==> config.mk <==
export PLATFORM = sky130hd
export DESIGN_NAME = inst_prefetch_queue
export DESIGN_NICKNAME = d
export VERILOG_FILES = /design/src/rtl/inst_prefetch_queue.sv
export SDC_FILE = /design/constraint.sdc
export NUM_CORES = 1
export LEC_CHECK = 0
export ABC_AREA = 1
export BUFFER_PORTS_ARGS = -buffer_cell sky130_fd_sc_hd__buf_2
export CAP_MARGIN = 0
export CORE_ASPECT_RATIO = 0.5
export CORE_MARGIN = 5
export CORE_UTILIZATION = 64
export DETAILED_ROUTE_END_ITERATION = 10
export PLACE_DENSITY = 0.89
export SYNTH_ARGS = -nofsm -noshare
export SYNTH_HDL_FRONTEND = slang
export SYNTH_SLANG_ARGS = --single-unit
==> constraint.sdc <==
create_clock -name Clk -period 6.4 [get_ports Clk]
set_input_delay 0 -clock Clk [delete_from_list [all_inputs] [get_ports Clk]]
set_output_delay 0 -clock Clk [all_outputs]
set_load 0.01 [all_outputs]
==> src/rtl/inst_prefetch_queue.sv <==
// inst_prefetch_queue: instruction fetch front-end that issues word-addressed reads,
// buffers in-order responses in a FIFO and hands them to decode over valid/ready.
// Ports:
//   Clk, Rst                      clock, asynchronous active-low reset
//   Redirect, Redirect_Pc         flush queue and restart fetch at Redirect_Pc
//   Mem_Req_Valid/Ready/Addr      fetch request channel (word address)
//   Mem_Rsp_Valid/Data            in-order read responses, no backpressure
//   Inst_Valid/Ready, Inst, Inst_Pc   head of the FIFO towards decode
//   Occupancy                     number of buffered instructions
module inst_prefetch_queue #(
    parameter int                DATA_W   = 32,
    parameter int                DEPTH    = 4,
    parameter logic [DATA_W-1:0] RESET_PC = '0
) (
    input  logic                      Clk,
    input  logic                      Rst,
    input  logic                      Redirect,
    input  logic [DATA_W-1:0]         Redirect_Pc,
    output logic                      Mem_Req_Valid,
    input  logic                      Mem_Req_Ready,
    output logic [DATA_W-1:0]         Mem_Req_Addr,
    input  logic                      Mem_Rsp_Valid,
    input  logic [DATA_W-1:0]         Mem_Rsp_Data,
    output logic                      Inst_Valid,
    input  logic                      Inst_Ready,
    output logic [DATA_W-1:0]         Inst,
    output logic [DATA_W-1:0]         Inst_Pc,
    output logic [$clog2(DEPTH):0]    Occupancy
);
    localparam int PW = $clog2(DEPTH);
    localparam int CW = PW + 1;
    localparam logic [CW:0] DEPTH_L = (CW+1)'(DEPTH);

    logic [DATA_W-1:0] fetch_pc_q, fetch_pc_d, rsp_pc_q, rsp_pc_d;
    logic [CW-1:0]     count_q, count_d, outstanding_q, outstanding_d, drop_cnt_q, drop_cnt_d;
    logic [PW-1:0]     wr_ptr_q, wr_ptr_d, rd_ptr_q, rd_ptr_d;
    logic [DATA_W-1:0] inst_q [DEPTH];
    logic [DATA_W-1:0] inst_d [DEPTH];
    logic [DATA_W-1:0] pc_q [DEPTH];
    logic [DATA_W-1:0] pc_d [DEPTH];
    logic              fire, rsp, push, pop;

    // Credit check on registered state only: buffered plus in-flight never exceeds DEPTH.
    assign Mem_Req_Valid = Rst && !Redirect && (({1'b0, count_q} + {1'b0, outstanding_q}) < DEPTH_L);
    assign Mem_Req_Addr  = fetch_pc_q;
    assign fire          = Mem_Req_Valid && Mem_Req_Ready;
    assign rsp           = Mem_Rsp_Valid && (outstanding_q != '0);
    assign push          = rsp && (drop_cnt_q == '0) && !Redirect;
    assign pop           = (count_q != '0) && Inst_Ready && !Redirect;
    assign Inst_Valid    = count_q != '0;
    assign Inst          = inst_q[rd_ptr_q];
    assign Inst_Pc       = pc_q[rd_ptr_q];
    assign Occupancy     = count_q;

    always_comb begin
        fetch_pc_d    = Redirect ? Redirect_Pc : fetch_pc_q + DATA_W'(fire);
        rsp_pc_d      = Redirect ? Redirect_Pc : rsp_pc_q + DATA_W'(push);
        outstanding_d = outstanding_q + CW'(fire) - CW'(rsp);
        // Responses already marked for dropping are a subset of those in flight, so on
        // a redirect every remaining in-flight response is stale; rsp implies outstanding>0.
        drop_cnt_d    = Redirect ? outstanding_q - CW'(rsp)
                                 : drop_cnt_q - CW'(rsp && (drop_cnt_q != '0));
        count_d       = Redirect ? '0 : count_q + CW'(push) - CW'(pop);
        wr_ptr_d      = Redirect ? rd_ptr_q : wr_ptr_q + PW'(push);
        rd_ptr_d      = rd_ptr_q + PW'(pop);
        inst_d        = inst_q;
        pc_d          = pc_q;
        if (push) begin
            inst_d[wr_ptr_q] = Mem_Rsp_Data;
            pc_d[wr_ptr_q]   = rsp_pc_q;
        end
    end

    always_ff @(posedge Clk or negedge Rst) begin
        if (!Rst) begin
            fetch_pc_q    <= RESET_PC;
            rsp_pc_q      <= RESET_PC;
            count_q       <= '0;
            outstanding_q <= '0;
            drop_cnt_q    <= '0;
            wr_ptr_q      <= '0;
            rd_ptr_q      <= '0;
            inst_q        <= '{default: '0};
            pc_q          <= '{default: '0};
        end else begin
            fetch_pc_q    <= fetch_pc_d;
            rsp_pc_q      <= rsp_pc_d;
            count_q       <= count_d;
            outstanding_q <= outstanding_d;
            drop_cnt_q    <= drop_cnt_d;
            wr_ptr_q      <= wr_ptr_d;
            rd_ptr_q      <= rd_ptr_d;
            inst_q        <= inst_d;
            pc_q          <= pc_d;
        end
    end
endmodule

==> results of run 1 <==
[where the power goes]
group	switching, uW	internal (uW)
clock	793	936
sequential	462	2780
combinational	1980	1020
total	3240	4740
[timing repair]
action                                 in CTS  in global routing
resized for setup                           0                  0
endpoints found under the hold margin     278                  0
hold buffers                               68                  0
[final cells by class]
class                   count  area [sq um]  share of cell area, %
multi-input cells        1564          7030                   37.5
clock buffers              39           823                   4.40
clock inverters             9          76.3                  0.408
inverters                  91           345                   1.84
repair buffers            255          1680                   8.98
well taps                 344           430                   2.30
flip-flops and latches    333          8340                   44.5
[sequential cells by signal, indices dropped and copies added (netlist names)]
name	cells
Occupancy	3
pc_q	128
wr_ptr_q	2
outstanding_q	3
Mem_Req_Addr	32
rsp_pc_q	32
rd_ptr_q	2
drop_cnt_q	3
inst_q	128
[cell families (layout without fill, tap and decap cells)]
logic type	after synthesis	after routing
DFF	333	333
muxes	2	2
xor gates and xnor gates	7	7
AOI/OAI and AO/OA	373	373
and+or+nand+nor	1164	1164
adders and majority gates	18	18
buffers and inverters	227	394
[critical path: cells and delay by family (launching register included)]
family	cells	cell delay, ns
and+or+nand+nor	8	1.29
DFF	1	0.42
AOI/OAI and AO/OA	2	0.29
adders and majority gates	2	0.44
buffers and inverters	2	0.76
[metal layers]
metal	wire (um)	GRT usage [%]	share of wire, %	vias to the layer above
met1	19100	45.1	40	7537
met2	22600	54.2	47	966
met4	1380	10.6	2.9	0
met5	0	0	0	-
li1	-	-	-	7215
met3	5180	6.67	11	136
[how the worst min path moves through the flow]
stage               startpoint          endpoint  depth (start not counted)
floorplan                  Rst   Mem_Req_Addr[0]                          0
global placement           Rst   Mem_Req_Addr[7]                          1
detailed placement         Rst   Mem_Req_Addr[3]                          1
CTS                   Redirect      Occupancy[1]                          2
global route          Redirect      Occupancy[1]                          2
finish                     Rst  Mem_Req_Addr[24]                          2
[placed cells by master (no fill, tap or decap), types with 2 or more instances in the layout]
master / Yosys / final
fa_1: 2 / 2
dlygate4sd3_1: 0 / 68
and2_1: 2 / 2
o22ai_1: 68 / 68
dfrtp_1: 333 / 331
clkbuf_8: 0 / 6
nor2_1: 226 / 224
ha_1: 16 / 16
nand2_2: 0 / 4
or2_2: 2 / 2
clkinv_2: 0 / 7
nor3_1: 2 / 2
inv_1: 88 / 87
o21ai_0: 268 / 268
buf_4: 7 / 16
xor2_1: 4 / 4
mux2i_1: 2 / 2
a21oi_1: 6 / 6
buf_2: 43 / 169
nand3_1: 213 / 213
nand3b_1: 4 / 4
clkbuf_1: 80 / 4
nor2_4: 1 / 5
nand2_1: 709 / 705
o21bai_1: 12 / 12
xnor2_1: 3 / 3
o21ai_1: 17 / 17
inv_2: 3 / 2
clkbuf_16: 0 / 29
[through the flow]
| stage | hold WS (ns) | util (%) | total power, uW | setup slack (ns) | std cells |
|---|---|---|---|---|---|
| detailed placement | 0.0525 | 68.2 | 6150 | 3.15 | 2519 |
| CTS | 0.0313 | 74.5 | 7900 | 3.08 | 2635 |
| global placement | 0.0518 | 68.2 | 6040 | 3.25 | 2519 |
| floorplan | -0.296 | - | 5030 | 3.57 | 2124 |
| finish | 0.0351 | 74.5 | 7970 | 3.00 | 2635 |
| global route | 0.0570 | 74.5 | 8460 | 2.69 | 2635 |
==> flow_summary.yaml, run 1 <==
worst_setup_path:
  r2r_cells: 14
  critPathMaxFanout: 67
  crit_type: "reg2reg"
  crit_path_max_incr_delay_ns: 0.42
  crit_chain: "nor2_1 -> a21oi_2 -> nand3_2 -> buf_4 -> inv_4 -> ha_1 -> ha_1 -> nand2_1 -> nor2_1 -> nand2_1 -> nor2_1 -> nand2_1 -> nand3_1 -> o21ai_0"
  slowest_stage: "dfrtp_1"
  worst_setup_path_start_kind: "flip-flop"
  r2r_end: "rsp_pc_q[16]"
  cp-endpoint: "rsp_pc_q[16]"
  crit-reg2reg-launch: "outstanding_q[1]"
  worstPathRequired_ns: 6.81
  cp_data_arrival_time_ns: 3.81
  critPathCaptureType: "flip-flop"
  crit_start: "outstanding_q[1]"
  r2r_slack_ns: 3.00
finish:
  antenna_cells: 0
  synthToLayoutAreaGrowth_pct: 15.0
  final_nets: 2362
  fill_cells: 1837
  final_area_sq_mm: 0.0187
  drive_above_1_share_pct: 10.9
synthesis:
  yosys_register_bits: 333
  ys_seq_area_share_pct: 51.2
  synthMostInstantiatedCell: "nand2_1"
  ys_warn_count: 0
  synth_compound_area_share_pct: 12.2
  synth_top_family_by_area: "simple AND/OR/NAND/NOR gates"
  synth.avg_cell_area_sq_um: 7.67
  synth-xor-area-share_pct: 0.376
  yosys-top-cells-area: "dfrtp_1 (51%), nand2_1 (16%), o21ai_0 (8.2%), nand3_1 (6.5%), nor2_1 (5.2%)"
  synth_common_cells: "nand2_1 (709), dfrtp_1 (333), o21ai_0 (268)"
  yosys.area_share.simple_pct: 28.8
  synth_mux_area_share_pct: 0.123
  synth.distinct_cells: 33
  synth_edf_count: 0
  synth-main-ff-cell: "dfrtp_1"
  yosysTopAreaCellShare_pct: 51.2
  synth-async-reset-ratio_pct: 100
  yosys.area.top_type: "dfrtp_1"
  synthAdderAreaFrac_pct: 1.48
  synth_cells: 2124
  synth_nets: 2212
  syn_area_sq_mm: 0.0163
timing:
  rsz0062_at_grt: "false"
  fin_crit_ns: 3.40
  final_max_slew_viol_count: 0
  setup_viol: 0
  max_freq_mhz: 294
  tns_ns: 0
  fin_crit_sh_pct: 53.1
  slew-limit-headroom_pct: 26.2
  finalHoldViolations: 0
  worst_pin_slew_ns: 1.11
  clock_skew_ns: 0.0102
floorplanning:
  die_w_um: 236
  pin_count: 171
  fp-row-count: 41
  die_area_sq_mm: 0.0289
  die_height_um: 123
  coreArea_sq_mm: 0.0251
  start_util_pct: 64.8
route:
  drt_wl_total_um: 48300
  drt-vias-per-instance: 6.02
  dr_total_vias: 15900
  drt-initial-drc-count: 2009
  wl_per_cell_um: 18.3
  ant_nets: 0
  drt_pass1_iterations: 6
  drc_errors: 0
run:
  drv_cap: 0
global_routing:
  grt_start_max_net_pins: 188
  overflow: 0
  grt_pass1_vias: 15500
  grtUsageTotal_pct: 33.0
  grt_pass1_wl_um: 78100
  antenna_found_initial: 0
placement:
  gp_congestion: 0.947
  dp_hpwl_um: 28100
  port_buffers: 170
  placed_area_sq_mm: 0.0171
power:
  peakVddDrop_mv: 0.292
  p_leak_uw: 0.00965
  powerDensity_mw_per_mm2: 426
clock_tree:
  cts_buffer_depth: 3
  cts_tree: "done"
  cts_htree_levels: 1
  postCtsSetupRepairBufs: 0
  cts_sinks: 333
  worstSkewPairLatency_ns: 0.57
  cts.clk_slew.worst_paths_ns: 0.07
  numCtsBuffers: 29
  cts-root-buf: "clkbuf_16"
worst_hold_path:
  hp-class: "in2async"
outcome:
  outcome: "complete, no violations"
No activity file was read; power rests on OpenSTA's default activity.
==> run 2: changes to the inputs <==
CORE_UTILIZATION = 54   (was 64)
PLACE_DENSITY = 0.8   (was 0.89)
clock period = 3.1 ns   (was 6.4 ns; I/O delays follow)
==> run 2 against run 1 <==
Effect of this change:
- final area increased by 2.0%
- critical path type unchanged
- hold slack lost 0.021 ns
- final cell count grew 2.5%
- combinational power rose by 110%
- largest cell class unchanged
- largest power group unchanged
==> flow_summary.yaml, run 2 (synthesis gave the netlist of run 1 again) <==
outcome:
  outcome: "complete, no violations"
power:
  peakVddDrop_mv: 0.523
  powerDensity_mw_per_mm2: 883
  swShare_pct: 39.9
  power.switching_uw: 6730
  p_leak_uw: 0.00978
  p_int_uw: 10100
  p_clk_share_pct: 23.6
  power_frac_seq_pct: 39.7
  total_power_uw: 16900
  combPwrFrac_pct: 36.7
timing:
  setup_viol: 0
  clock_skew_ns: 0.0193
  worst_pin_slew_ns: 1.01
  rsz0062_at_grt: "false"
  tns_ns: 0
  fin_crit_sh_pct: 91.5
  final_max_slew_viol_count: 0
  slew-limit-headroom_pct: 32.5
  max_freq_mhz: 352
  finalHoldViolations: 0
  fin_crit_ns: 2.84
floorplanning:
  fp-row-count: 44
  coreArea_sq_mm: 0.0293
  die_area_sq_mm: 0.0339
  pin_count: 171
  die_height_um: 133
  start_util_pct: 55.5
  die_w_um: 256
global_routing:
  grt_pass1_wl_um: 79400
  overflow: 0
  grt_pass1_vias: 14800
  grt_start_max_net_pins: 171
  antenna_found_initial: 0
  grtUsageTotal_pct: 28.2
clock_tree:
  cts_sinks: 333
  worstSkewPairLatency_ns: 0.58
  postCtsSetupRepairBufs: 0
  cts.clk_slew.worst_paths_ns: 0.07
  cts-root-buf: "clkbuf_16"
  cts_tree: "done"
  cts_buffer_depth: 3
  cts_htree_levels: 1
  numCtsBuffers: 30
route:
  drt-initial-drc-count: 1764
  dr_total_vias: 15500
  drt-vias-per-instance: 5.74
  drt_wl_total_um: 48500
  drc_errors: 0
  wl_per_cell_um: 17.9
  ant_nets: 0
  drt_pass1_iterations: 6
finish:
  layout_common_cells: "nand2_1 (704), dfrtp_1 (331), o21ai_0 (268)"
  seqCellArea_sq_mm: 0.00834
  fill_cells: 2453
  synthToLayoutAreaGrowth_pct: 17.2
  mostFrequentLayoutCell: "nand2_1"
  top_regs: "inst_q (128), pc_q (128)"
  final_nets: 2376
  drive_above_1_share_pct: 11.6
  antenna_cells: 0
  multiInputGateArea_sq_mm: 0.00705
run:
  drv_cap: 0
placement:
  gp_congestion: 0.922
  port_buffers: 170
  dp_hpwl_um: 28800
worst_setup_path:
  cp_data_arrival_time_ns: 3.26
  critPathMaxFanout: 6
  worst_setup_path_start_kind: "flip-flop"
  crit_type: "reg2reg"
  worstPathRequired_ns: 3.53
  critPathCaptureType: "flip-flop"
  r2r_slack_ns: 0.26
worst_hold_path:
  hp-class: "in2reg"
-- run 2: changes by cell type in the layout (fill, tap and decap cells not counted), moves of 3 or more --
| cell | before | now |
|---|---|---|
| buf_4 | 16 | 23 |
| buf_12 | 1 | 5 |
| clkbuf_1 | 4 | 8 |
| nor2_1 | 224 | 220 |
| bufinv_16 | 1 | 4 |
| clkbuf_8 | 6 | 3 |
-- run 2: layer usage --
| layer | global-route usage [%] | vias up | wire [um] |
|---|---|---|---|
| met2 | 45.9 | 733 | 22400 |
| met4 | 6.65 | 0 | 1150 |
| li1 | - | 7245 | - |
| met1 | 40.0 | 7437 | 20800 |
| met5 | 0 | - | 0 |
| met3 | 4.74 | 88 | 4150 |
-- run 2: worst paths after layout --
path,start,end,cells after the start
setup / recovery,outstanding_q[1],Mem_Req_Addr[16],15
min in group asynchronous,Rst,outstanding_q[1],3
hold / removal,Mem_Req_Ready,outstanding_q[1],5
max in group asynchronous,Rst,inst_q[22],4
hold reg to reg,pc_q[50],pc_q[50],2
setup reg to reg,outstanding_q[1],Mem_Req_Addr[16],15
-- run 2: area by class of cell --
cell class / instances / share of cell area, %
Clock buffer: 42 / 4.44
Sequential cell: 333 / 43.7
Inverter: 91 / 1.81
Clock inverter: 13 / 0.963
Tap cell: 391 / 2.56
Multi-Input combinational cell: 1564 / 36.9
Timing Repair Buffer: 268 / 9.61
-- run 2: worst max-delay path, cell delays in order, from the launching register on --
cell and delay [ns]:
dfrtp_1 0.44, ha_1 0.29, nand3_1 0.08, nand3b_1 0.08, nor4_1 0.25, nand2_1 0.12
inv_1 0.13, ha_1 0.20, ha_1 0.18, nand2_1 0.12, nor2_4 0.16, nand2_2 0.15
nor2_4 0.19, nand2_1 0.09, nand3_1 0.10, o21ai_0 0.11
-- run 2: per-stage QoR --
step / hold WS (ns) / setup WS (ns) / std cells / util (%) / instance area [sq um]
floorplan: -0.296 / 0.270 / 2124 / - / 16300
CTS: 0.00138 / 0.0100 / 2702 / 65.0 / 19100
finish: 0.0138 / 0.263 / 2702 / 65.1 / 19100
global placement: -0.149 / 0.225 / 2577 / 59.1 / 17300
global route: 0.0350 / 0.0222 / 2702 / 65.1 / 19100
detailed placement: -0.149 / 0.0816 / 2577 / 59.1 / 17300
-- run 2: timing repair --
action,4_1_cts,5_1_grt
resized for setup,0,7
hold buffers,70,0
setup endpoints to repair,0,11
endpoints found under the hold margin,385,0
-- run 2: power groups by stage --
stage / registers (uW) / clock network (uW) / logic (uW)
final: 6700 / 3980 / 6190
after CTS: 6660 / 4000 / 6130
after detailed placement: 6720 / 0 / 6030
after global placement: 6680 / 0 / 5900
after global routing: 6870 / 4180 / 6910
after floorplan: 6380 / 0 / 4000
==> run 3: changes to the inputs <==
BUFFER_PORTS_ARGS = not set   (was -buffer_cell sky130_fd_sc_hd__buf_2)
CORE_UTILIZATION = 58   (was 54)
DONT_BUFFER_PORTS = 1   (was not set)
PLACE_DENSITY = 0.79   (was 0.8)
==> run 3 against run 2 <==
Effect of this change:
- the run now ends with negative hold slack left
- clock skew decreased by 0.0082 ns
- routed wire length decreased by 1.0%
- worst setup slack got worse by 0.0033 ns
- clock power decreased by 5%
- global-route usage increased by 1.7 points
- register-to-register slack about the same
- count of clock-buffer cells in the layout decreased by 1
- non-clock buffer count decreased by 167
- sequential power about the same
- flip-flop and latch count unchanged
- combinational power decreased by 11%
- final cell count decreased by 6.5%
- critical endpoint unchanged
==> flow_summary.yaml, run 3 (synthesis gave the netlist of run 1 again) <==
route:
  drt-initial-drc-count: 1948
  drt_pass1_iterations: 5
  ant_nets: 0
  drt_wl_total_um: 48000
  dr_total_vias: 14900
  drt-vias-per-instance: 5.90
  wl_per_cell_um: 19.0
  drc_errors: 0
power:
  powerDensity_mw_per_mm2: 879
  p_int_uw: 9510
  power_frac_seq_pct: 41.8
  total_power_uw: 16000
  p_clk_share_pct: 23.7
  p_leak_uw: 0.00906
  combPwrFrac_pct: 34.5
  peakVddDrop_mv: 0.487
  power.switching_uw: 6470
  swShare_pct: 40.5
floorplanning:
  start_util_pct: 58.8
  pin_count: 171
  die_w_um: 247
  die_area_sq_mm: 0.0317
  fp-row-count: 43
  die_height_um: 128
  coreArea_sq_mm: 0.0277
clock_tree:
  cts_buffer_depth: 3
  cts.clk_slew.worst_paths_ns: 0.07
  cts-root-buf: "clkbuf_16"
  ctsHoldBuffers: 71
  numCtsBuffers: 30
  worstSkewPairLatency_ns: 0.57
  postCtsSetupRepairBufs: 0
  cts_tree: "done"
  cts_htree_levels: 1
  cts_sinks: 333
timing:
  fin_crit_sh_pct: 91.6
  setup_viol: 0
  fin_crit_ns: 2.84
  whs_ns: -0.866
  slew-limit-headroom_pct: 46.2
  final_max_slew_viol_count: 0
  max_freq_mhz: 352
  finalHoldViolations: 333
  clock_skew_ns: 0.0111
  worst_pin_slew_ns: 0.807
global_routing:
  top_usage_layer: "met2"
  overflow: 0
  grt_pass1_vias: 13800
  grtUsageTotal_pct: 29.8
  met1_usage_pct: 43.8
  antenna_found_initial: 1
  grt_pass1_wl_um: 76500
  grt_use_met2_pct: 46.6
  grt_start_max_net_pins: 335
  use_met3_pct: 5.13
outcome:
  outcome: "complete, but fails checks"
  violations: "negative hold slack"
finish:
  fill_cells: 2387
  top_regs: "inst_q (128), pc_q (128)"
  mostFrequentLayoutCell: "nand2_1"
  final_nets: 2209
  synthToLayoutAreaGrowth_pct: 11.7
  drive_above_1_share_pct: 4.95
  layout_common_cells: "nand2_1 (705), dfrtp_1 (331), o21ai_0 (268)"
  multiInputGateArea_sq_mm: 0.00705
  seqCellArea_sq_mm: 0.00834
run:
  drv_cap: 0
placement:
  dp_hpwl_um: 28800
  port_buffers: 0
  gp_congestion: 0.911
worst_setup_path:
  worstPathRequired_ns: 3.53
  critPathCaptureType: "flip-flop"
  critPathMaxFanout: 6
  crit_type: "reg2reg"
  worst_setup_path_start_kind: "flip-flop"
  cp_data_arrival_time_ns: 3.27
worst_hold_path:
  hp-class: "in2async"
==> run 3: cell count changes in the layout (fill, tap and decap cells not counted), moves of 3 or more <==
| cell | delta |
|---|---|
| nor2_2 | +4 |
| clkinv_2 | +5 |
| buf_2 | -169 |
| buf_4 | +4 |
| clkbuf_1 | -3 |
==> run 3: through the flow <==
stage | TNS [ns] | setup slack, ns | cells | area (sq um) | utilization, %
global route | -0.0184 | -0.0131 | 2526 | 18200 | 65.6
detailed placement | 0 | 0.0901 | 2400 | 16500 | 59.4
CTS | 0 | 0.0948 | 2525 | 18200 | 65.5
finish | 0 | 0.260 | 2527 | 18200 | 65.6
floorplan | 0 | 0.270 | 2124 | 16300 | -
global placement | 0 | 0.265 | 2400 | 16500 | 59.4
==> run 3: power groups by stage <==
stage	clock network (uW)	registers, uW	logic, uW
final	3790	6680	5510
after detailed placement	0	6720	5310
after global placement	0	6670	5190
after global routing	4020	6830	6120
after CTS	3830	6650	5460
after floorplan	0	6380	4000
==> run 3: timing repair <==
action | in CTS | in global routing
setup endpoints to repair | 0 | 16
gates resized for setup | 0 | 7
endpoints found under the hold margin | 536 | 333
==> run 3: cell type report <==
class | count | share of cell area [%]
clock inverter | 13 | 0.647
timing repair buffer | 101 | 5.41
inverter | 91 | 1.90
clock buffer | 41 | 4.75
multi-input combinational | 1564 | 38.8
sequential | 333 | 45.9
tap | 382 | 2.63
antenna | 2 | 0.0275
==> run 3: per-layer routing <==
| metal | vias up | routed length (um) |
|---|---|---|
| met1 | 7139 | 20500 |
| li1 | 6919 | - |
| met5 | - | 0 |
| met4 | 0 | 1240 |
| met2 | 748 | 21700 |
| met3 | 98 | 4470 |
==> run 3: final timing paths <==
path / start / endpoint / slack [ns] / depth (start not counted)
max: outstanding_q[1] / Mem_Req_Addr[16] / 0.26 / 15
min: Rst / Mem_Req_Addr[8] / -0.87 / 0
max reg2reg: outstanding_q[1] / Mem_Req_Addr[16] / 0.26 / 15
min reg2reg: inst_q[80] / inst_q[80] / 0.47 / 2
max in group asynchronous: Rst / inst_q[103] / 3.32 / 0
min in group Clk: Redirect_Pc[1] / Mem_Req_Addr[1] / 0.15 / 3
==> run 3: critical path: stages (launching register included) <==
cell	delay, ns
dfrtp_1	0.43
ha_1	0.30
nand3_1	0.08
nand3b_1	0.12
nor4_2	0.23
nand2_1	0.13
inv_1	0.12
ha_1	0.18
ha_1	0.17
nand2_1	0.10
nor2_2	0.18
nand2_1	0.18
nor2_2	0.24
nand2_1	0.08
nand3_1	0.08
o21ai_0	0.09
